### config.mk
export PLATFORM = sky130hd
export DESIGN_NAME = cdb_arbiter
export DESIGN_NICKNAME = d
export VERILOG_FILES = /design/src/rtl/cdb_arbiter.sv
export SDC_FILE = /design/constraint.sdc
export NUM_CORES = 1
export LEC_CHECK = 0
export CAP_MARGIN = 20
export CORE_UTILIZATION = 30
export DETAILED_ROUTE_END_ITERATION = 10
export HOLD_SLACK_MARGIN = 0.03
export PLACE_DENSITY_LB_ADDON = 0.3
export SLEW_MARGIN = 20
export SYNTH_ARGS = -nofsm -noshare
export SYNTH_HDL_FRONTEND = slang
export SYNTH_SLANG_ARGS = --single-unit
export TNS_END_PERCENT = 10
### constraint.sdc
create_clock -name clk_in -period 2.4 [get_ports clk_in]
set_input_delay 0.6 -clock clk_in [delete_from_list [all_inputs] [get_ports clk_in]]
set_output_delay 0.6 -clock clk_in [all_outputs]
set_load 0.005 [all_outputs]
### src/rtl/cdb_arbiter.sv
// Round-robin arbiter that registers one finished FU result per cycle onto the common data bus.
// Optional conflict counter port enabled by defining CDB_PERF_EN.
module cdb_arbiter #(
    parameter int unsigned NUM_REQ  = 4,
    parameter int unsigned ROB_IX_W = 3,
    parameter int unsigned DATA_W   = 32
) (
    input  logic                          clk_in,
    input  logic                          rst_n_in,
    input  logic [NUM_REQ-1:0]            req_valid_in,
    input  logic [NUM_REQ*ROB_IX_W-1:0]   req_rob_ix_in,
    input  logic [NUM_REQ*DATA_W-1:0]     req_data_in,
    output logic [NUM_REQ-1:0]            req_read_out,
    input  logic                          cdb_ready_in,
    input  logic                          flush_in,
    output logic                          cdb_valid_out,
    output logic [ROB_IX_W-1:0]           cdb_rob_ix_out,
    output logic [DATA_W-1:0]             cdb_value_out,
    output logic [$clog2(NUM_REQ)-1:0]    cdb_src_out
`ifdef CDB_PERF_EN
    ,
    output logic [31:0]                   conflict_cnt_out
`endif
);

    localparam int unsigned SRC_W = $clog2(NUM_REQ);

    logic                cdb_valid_q;
    logic [ROB_IX_W-1:0] cdb_rob_ix_q;
    logic [DATA_W-1:0]   cdb_value_q;
    logic [SRC_W-1:0]    cdb_src_q;
    logic [SRC_W-1:0]    prio_ptr_q, prio_ptr_d;

    logic                adv;
    logic [NUM_REQ-1:0]  grant;
    logic                grant_any;
    logic [SRC_W-1:0]    grant_ix;
    logic [ROB_IX_W-1:0] sel_rob_ix;
    logic [DATA_W-1:0]   sel_data;

    assign adv = !flush_in && (cdb_ready_in || !cdb_valid_q);

    // First requester at or after prio_ptr_q, wrapping modulo NUM_REQ.
    always_comb begin
        grant     = '0;
        grant_any = 1'b0;
        grant_ix  = '0;
        if (adv && rst_n_in) begin
            for (int unsigned k = 0; k < NUM_REQ; k++) begin
                if (!grant_any && req_valid_in[(32'(prio_ptr_q) + k) % NUM_REQ]) begin
                    grant_any = 1'b1;
                    grant_ix  = SRC_W'((32'(prio_ptr_q) + k) % NUM_REQ);
                end
            end
            if (grant_any) begin
                grant[grant_ix] = 1'b1;
            end
        end
    end

    always_comb begin
        sel_rob_ix = req_rob_ix_in[grant_ix*ROB_IX_W +: ROB_IX_W];
        sel_data   = req_data_in[grant_ix*DATA_W +: DATA_W];
        prio_ptr_d = (grant_ix == SRC_W'(NUM_REQ - 1)) ? '0 : grant_ix + 1'b1;
    end

    always_ff @(posedge clk_in or negedge rst_n_in) begin
        if (!rst_n_in) begin
            cdb_valid_q  <= 1'b0;
            cdb_rob_ix_q <= '0;
            cdb_value_q  <= '0;
            cdb_src_q    <= '0;
            prio_ptr_q   <= '0;
        end else if (flush_in) begin
            cdb_valid_q <= 1'b0;
        end else if (adv) begin
            if (grant_any) begin
                cdb_valid_q  <= 1'b1;
                cdb_rob_ix_q <= sel_rob_ix;
                cdb_value_q  <= sel_data;
                cdb_src_q    <= grant_ix;
                prio_ptr_q   <= prio_ptr_d;
            end else begin
                cdb_valid_q <= 1'b0;
            end
        end
    end

    assign req_read_out   = grant;
    assign cdb_valid_out  = cdb_valid_q;
    assign cdb_rob_ix_out = cdb_rob_ix_q;
    assign cdb_value_out  = cdb_value_q;
    assign cdb_src_out    = cdb_src_q;

`ifdef CDB_PERF_EN
    logic [31:0] conflict_cnt_q;
    logic        multi_req;
    logic        conflict;

    // Two or more bits set iff clearing the lowest set bit leaves something.
    assign multi_req = |(req_valid_in & (req_valid_in - 1'b1));
    assign conflict  = adv ? multi_req : |req_valid_in;

    always_ff @(posedge clk_in or negedge rst_n_in) begin
        if (!rst_n_in) begin
            conflict_cnt_q <= '0;
        end else if (conflict && conflict_cnt_q != 32'hFFFF_FFFF) begin
            conflict_cnt_q <= conflict_cnt_q + 32'd1;
        end
    end

    assign conflict_cnt_out = conflict_cnt_q;
`endif

endmodule

---- Word level (Yosys, flattened, before mapping) ----
Index checks and enable logic that the tools add are counted.
word-level totals
  word-level logic and storage cells ...... 65
  bits in registers ....................... 40
  bits of input ports ..................... 148
  output and inout bits ................... 42
cells by class
  shifts and indexed selects .............. 2
  mux-type cells .......................... 31
  reductions and logical operators ........ 14
  $mul .................................... 1
  add/subtract/negate cells ............... 4
  $lt $le $gt $ge ......................... 6
  equality and inequality tests ........... 1
  bitwise gates (word level) .............. 1
operator list
  cell                 count
  $shiftx 128x8->32    1
  $mux 1               17
  $lt 2x3->1 const B   5
  $mux 2               7
  $shiftx 12x5->3      1
  $bmux 1 s2           4
  $mux 4               2
  $logic_and 1x1->1    6
  $logic_not 1->1      5
  $add 2x1->2 const B  2
  $add 2x2->2 const B  2
  $mul 2x2->4 const B  1
  $reduce_and 3->1     1
  $demux 1 s2          1
  $eq 2x2->1 const B   1
  $ge 2x1->1 const B   1
  $reduce_bool 2->1    1
  $logic_or 1x1->1     1
  $not 1->1            1

---- Logic depth before layout (Yosys ltp) ----
  depth after elaboration ................. 23
  gate-level depth with buffers ........... 7
  gate-level depth less buffers ........... 5

---- Worst setup path after synthesis ----
OpenSTA, ideal clock, no wires.
  path kind ............................... input to output
  start ................................... input port req_valid_in[0]
  end ..................................... output port req_read_out[1]
  arrival ................................. 1594 ps
  required time ........................... 1800 ps
  path buffers ............................ 2
  stages .................................. 6
  slack ................................... 206 ps
  path through ............................ nor2b_1 -> o21bai_2 -> nand3_1 -> buf_4 -> buf_4 -> nor3_1
on the way
  longest elaborated chain between the ends .. 22
  elaborated cells on any way between the ends .. 34
  classes of those cells .................. 2 x order compare; 25 x mux; 7 x reduce/logical
RTL lines
  item                                                            RTL line  RTL
  start, declared                                                 10        input logic [NUM_REQ-1:0] req_valid_in,
  $bmux 1 s2                                                      50        if (!grant_any && req_valid_in[(32'(prio_ptr_q) + k) % NUM_REQ]) begin
  $mux 1 (not written as such)                                    50
  $mux 1                                                          50
  $mux 1                                                          48        if (adv && rst_n_in) begin
  $logic_not 1->1                                                 50
  $logic_and 1x1->1                                               50
  $mux 1                                                          50
  $mux 1                                                          48
  [6 not listed]                                                  n/a
  $mux 2                                                          50
  $mux 2                                                          48
  $lt 2x3->1 (not written as such) or $ge 2x1->1 (tied branches)  56        grant[grant_ix] = 1'b1;
  $logic_and 1x1->1 (not written as such)                         56
  $mux 1 (not written as such)                                    56
  $demux 1 s2                                                     56
  $mux 4 (*)                                                      55        if (grant_any) begin
  $mux 4 (*)                                                      48
  end, declared                                                   13        output logic [NUM_REQ-1:0] req_read_out,
Mark *: on every way between the ends. The rest lies on a longest branch, timed or not. The select of a mux whose other input is x is not followed.

---- Worst setup path in the final report ----
  start ................................... input port cdb_ready_in
  end ..................................... output port req_read_out[0]
on the way
  longest elaborated chain between the ends .. 4
RTL lines
  item               RTL line  RTL
  start, declared    14        input logic cdb_ready_in,
  $logic_or 1x1->1   41        assign adv = !flush_in && (cdb_ready_in || !cdb_valid_q);
  $logic_and 1x1->1  41
  $logic_and 1x1->1  48
  $mux 4             48
No other way between the ends.

==> flow_metrics.env <==
export IMPL_status="finished clean"
export IMPL_syn_inst=299
export IMPL_clock_path_buffers=2
export IMPL_leakage_nw=2.136
export IMPL_drt_pass1_iter_count=4
export IMPL_hold_viol_final=0
export IMPL_maxSlewViolCount=0
export IMPL_setup_viol=0
export IMPL_cts_tree="yes"
export IMPL_synth_yosys_warnings=0
export IMPL_avgViaCountPerCell=5.183
export IMPL_place_inst=596
export IMPL_dieArea_sq_mm=0.009400
export IMPL_wl_met2_um=5197
export IMPL_drive_gt1_share_pct=13.49
export IMPL_die_w_um=96.96
export IMPL_crit_path_max_fanout=3
export IMPL_area_growth_pct=87.37
export IMPL_overflow=0
export IMPL_max_freq_mhz=425.1
export IMPL_critPathLaunchType="input pin"
export IMPL_grt_pass1_wl_um=17310
export IMPL_crit_type="in -> out"
export IMPL_fin_nets=652
export IMPL_slew_headroom_pct=54.77
export IMPL_clk_latency_ns=0.30
export IMPL_drc=0
export IMPL_instances_no_fill=612
export IMPL_fin_ws_ns=0.04772
export IMPL_diodes=0
export IMPL_route_met3_wl_um=655
export IMPL_start_util_pct=31.02
export IMPL_arrival_ns=1.75
export IMPL_drt_initial_drc_count=99
export IMPL_grt_pass1_vias=3450
export IMPL_core_area_sq_mm=0.008721
export IMPL_period_minus_slack_ns=2.352
export IMPL_htree_levels=2
export IMPL_drv_cap=0
export IMPL_num_rows=34
export IMPL_grt_max_degree=36
export IMPL_hp_class="in -> async"
export IMPL_synth_enable_flop_cells=0
export IMPL_critPathMostFrequentCell="buf_4"
export IMPL_ys_ff_latch=40
export IMPL_dpl_hpwl_um=7484
export IMPL_crit_chain="dlygate4sd2_1, nor2b_4, nor4b_4, buf_4, buf_4, o21ai_4, nor2_1, buf_2"
export IMPL_total_power_mw=3.916
export IMPL_routed_top_layer="met4"
export IMPL_cp_slowest_cell="nor4b_4"
export IMPL_pre_cts_slack_ns=-0.6132
export IMPL_max_stage_delay_ns=0.30
export IMPL_p_per_area_mw_per_mm2=772.7
export IMPL_dpl_cell_area_sq_mm=0.004827
export IMPL_track_usage_pct=22.87
export IMPL_drt_wl_total_um=10440
export IMPL_io_buffers=189
export IMPL_yosysSeqAreaShare_pct=37.00
export IMPL_cts_buffers=5
export IMPL_num_vias=3172
export IMPL_die_h_um=96.96
export IMPL_final_setup_tns_ns=0
export IMPL_ir_worst_vdd_mv=0.5313
export IMPL_syn_num_nets=447
export IMPL_critical_path_required_ns=1.80
export IMPL_yosys_cell_types_count=30
export IMPL_avgRoutedWirePerCell_um=17.05
export IMPL_fin_worst_skew_ns=0.006279
export IMPL_antenna_found_initial=0
export IMPL_fin_crit_sh_pct=98.01
export IMPL_antenna_left=0
export IMPL_cts_root_buf="clkbuf_8"
export IMPL_finalWeightedCongestion=0.8864
export IMPL_syn_area_sq_mm=0.002705
export IMPL_m1WireLength_um=4475
export IMPL_design_area_sq_mm=0.005069
export IMPL_numClockSinks=40
export IMPL_worst_pin_slew_ns=0.6762
export IMPL_num_io_pins=190
export IMPL_cts_clk_slew_worst_paths_ns=0.08
export IMPL_cp_end_kind="output pin"
export IMPL_postSynthAreaPerCell_sq_um=9.047
export IMPL_synth_main_ff_cell="dfrtp_1"
export IMPL_ys_async_sr_fraction_pct=100.0
[synthesized netlist by cell type, drive strengths merged, types with 2 or more instances]
cell,instances,area share [%]
buf,18,3.8
a211oi,57,16
o21ai,3,0.83
o221ai,7,2.3
a31oi,28,6.5
clkbuf,8,1.1
dfrtp,40,37
nor3,2,0.55
nor2b,5,1.2
nor2,34,4.7
nand2,13,1.8
mux2i,43,16
inv,29,4.0
[stage by stage]
stage,util [%],hold slack [ns]
2_1_floorplan,-,0.3044
3_3_place_gp,55.18,0.4686
3_5_place_dp,55.35,0.4725
4_1_cts,57.92,0.2772
5_1_grt,58.12,0.2821
6_report,58.12,0.2760
[cells in the final DEF, fill, tap and decap left out, drive strengths merged, types with 7 or more instances in the layout]
| cell type | netlist | routed |
|---|---|---|
| dfrtp | 40 | 40 |
| o221ai | 7 | 7 |
| mux2i | 43 | 43 |
| nand2 | 13 | 13 |
| nor2 | 34 | 34 |
| a211oi | 57 | 57 |
| a31oi | 28 | 28 |
| inv | 29 | 29 |
| buf | 18 | 40 |
| clkdlybuf4s50 | 0 | 178 |
[path summary, 6_finish.rpt]
kind / end / from / cells past startpoint / slack, ns
max in group asynchronous: prio_ptr_q[1]$_DFFE_PN0P_ / rst_n_in / 2 / 1.58
min: cdb_valid_out$_DFFE_PN0P_ / rst_n_in / 2 / 0.28
min in group clk_in: cdb_src_out[0]$_DFFE_PN0P_ / cdb_src_out[0]$_DFFE_PN0P_ / 2 / 0.49
min reg2reg: cdb_src_out[0]$_DFFE_PN0P_ / cdb_src_out[0]$_DFFE_PN0P_ / 2 / 0.49
max reg2reg: cdb_value_out[8]$_DFFE_PN0P_ / prio_ptr_q[0]$_DFFE_PN0P_ / 7 / 0.34
max: req_read_out[0] / cdb_ready_in / 8 / 0.05
[layout make-up]
cell class | instances | area (sq um)
Tap cell | 108 | 135.1
Fill cell | 789 | 3652
Sequential cell | 40 | 1002
Timing Repair Buffer | 224 | 2143
Multi-Input combinational cell | 204 | 1550
Clock inverter | 2 | 60.06
Inverter | 29 | 108.9
Clock buffer | 5 | 68.82
[registers in the layout (all words and copies together) (netlist names)]
name and count:
prio_ptr_q 2, cdb_src_out 2, cdb_rob_ix_out 3, cdb_valid_out 1
cdb_value_out 32
[report_power, final]
group          internal, mW  total, mW  switching, mW  leakage [nW]
logic                  1.22       2.13          0.914          1.62
registers             0.948       1.12          0.174         0.454
clock network         0.410      0.661          0.251        0.0642
[critical path, delay by kind of cell]
kind	cells	cell delay, ns
AOI/OAI and AO/OA	1	0.05
buffers and inverters	4	0.62
and+or+nand+nor	3	0.46
[per-layer routing]
metal  global-route usage, %  vias up
met2                   40.47      133
li1                        -     1522
met3                   5.564       13
met4                   5.396        0
met5                       0        -
met1                   27.80     1504
[timing repair]
action / 4_1_cts / 5_1_grt
pin swaps: 8 / 6
buffers inserted: 8 / 1
hold endpoints to repair: 0 / 0
resized for setup: 37 / 8
endpoints found under the setup margin: 14 / 4
hold buffers: 0 / 0
[logic make-up (layout without fill, tap and decap cells)]
| logic type | Yosys count | in the layout | synth area share (%) |
|---|---|---|---|
| AOI/OAI and AO/OA | 101 | 101 | 27.61 |
| and+or+nand+nor | 60 | 60 | 10.50 |
| buffers and inverters | 55 | 260 | 8.973 |
| muxes | 43 | 43 | 15.91 |
| DFF | 40 | 40 | 37.00 |
(Power assumes the default switching activity.)
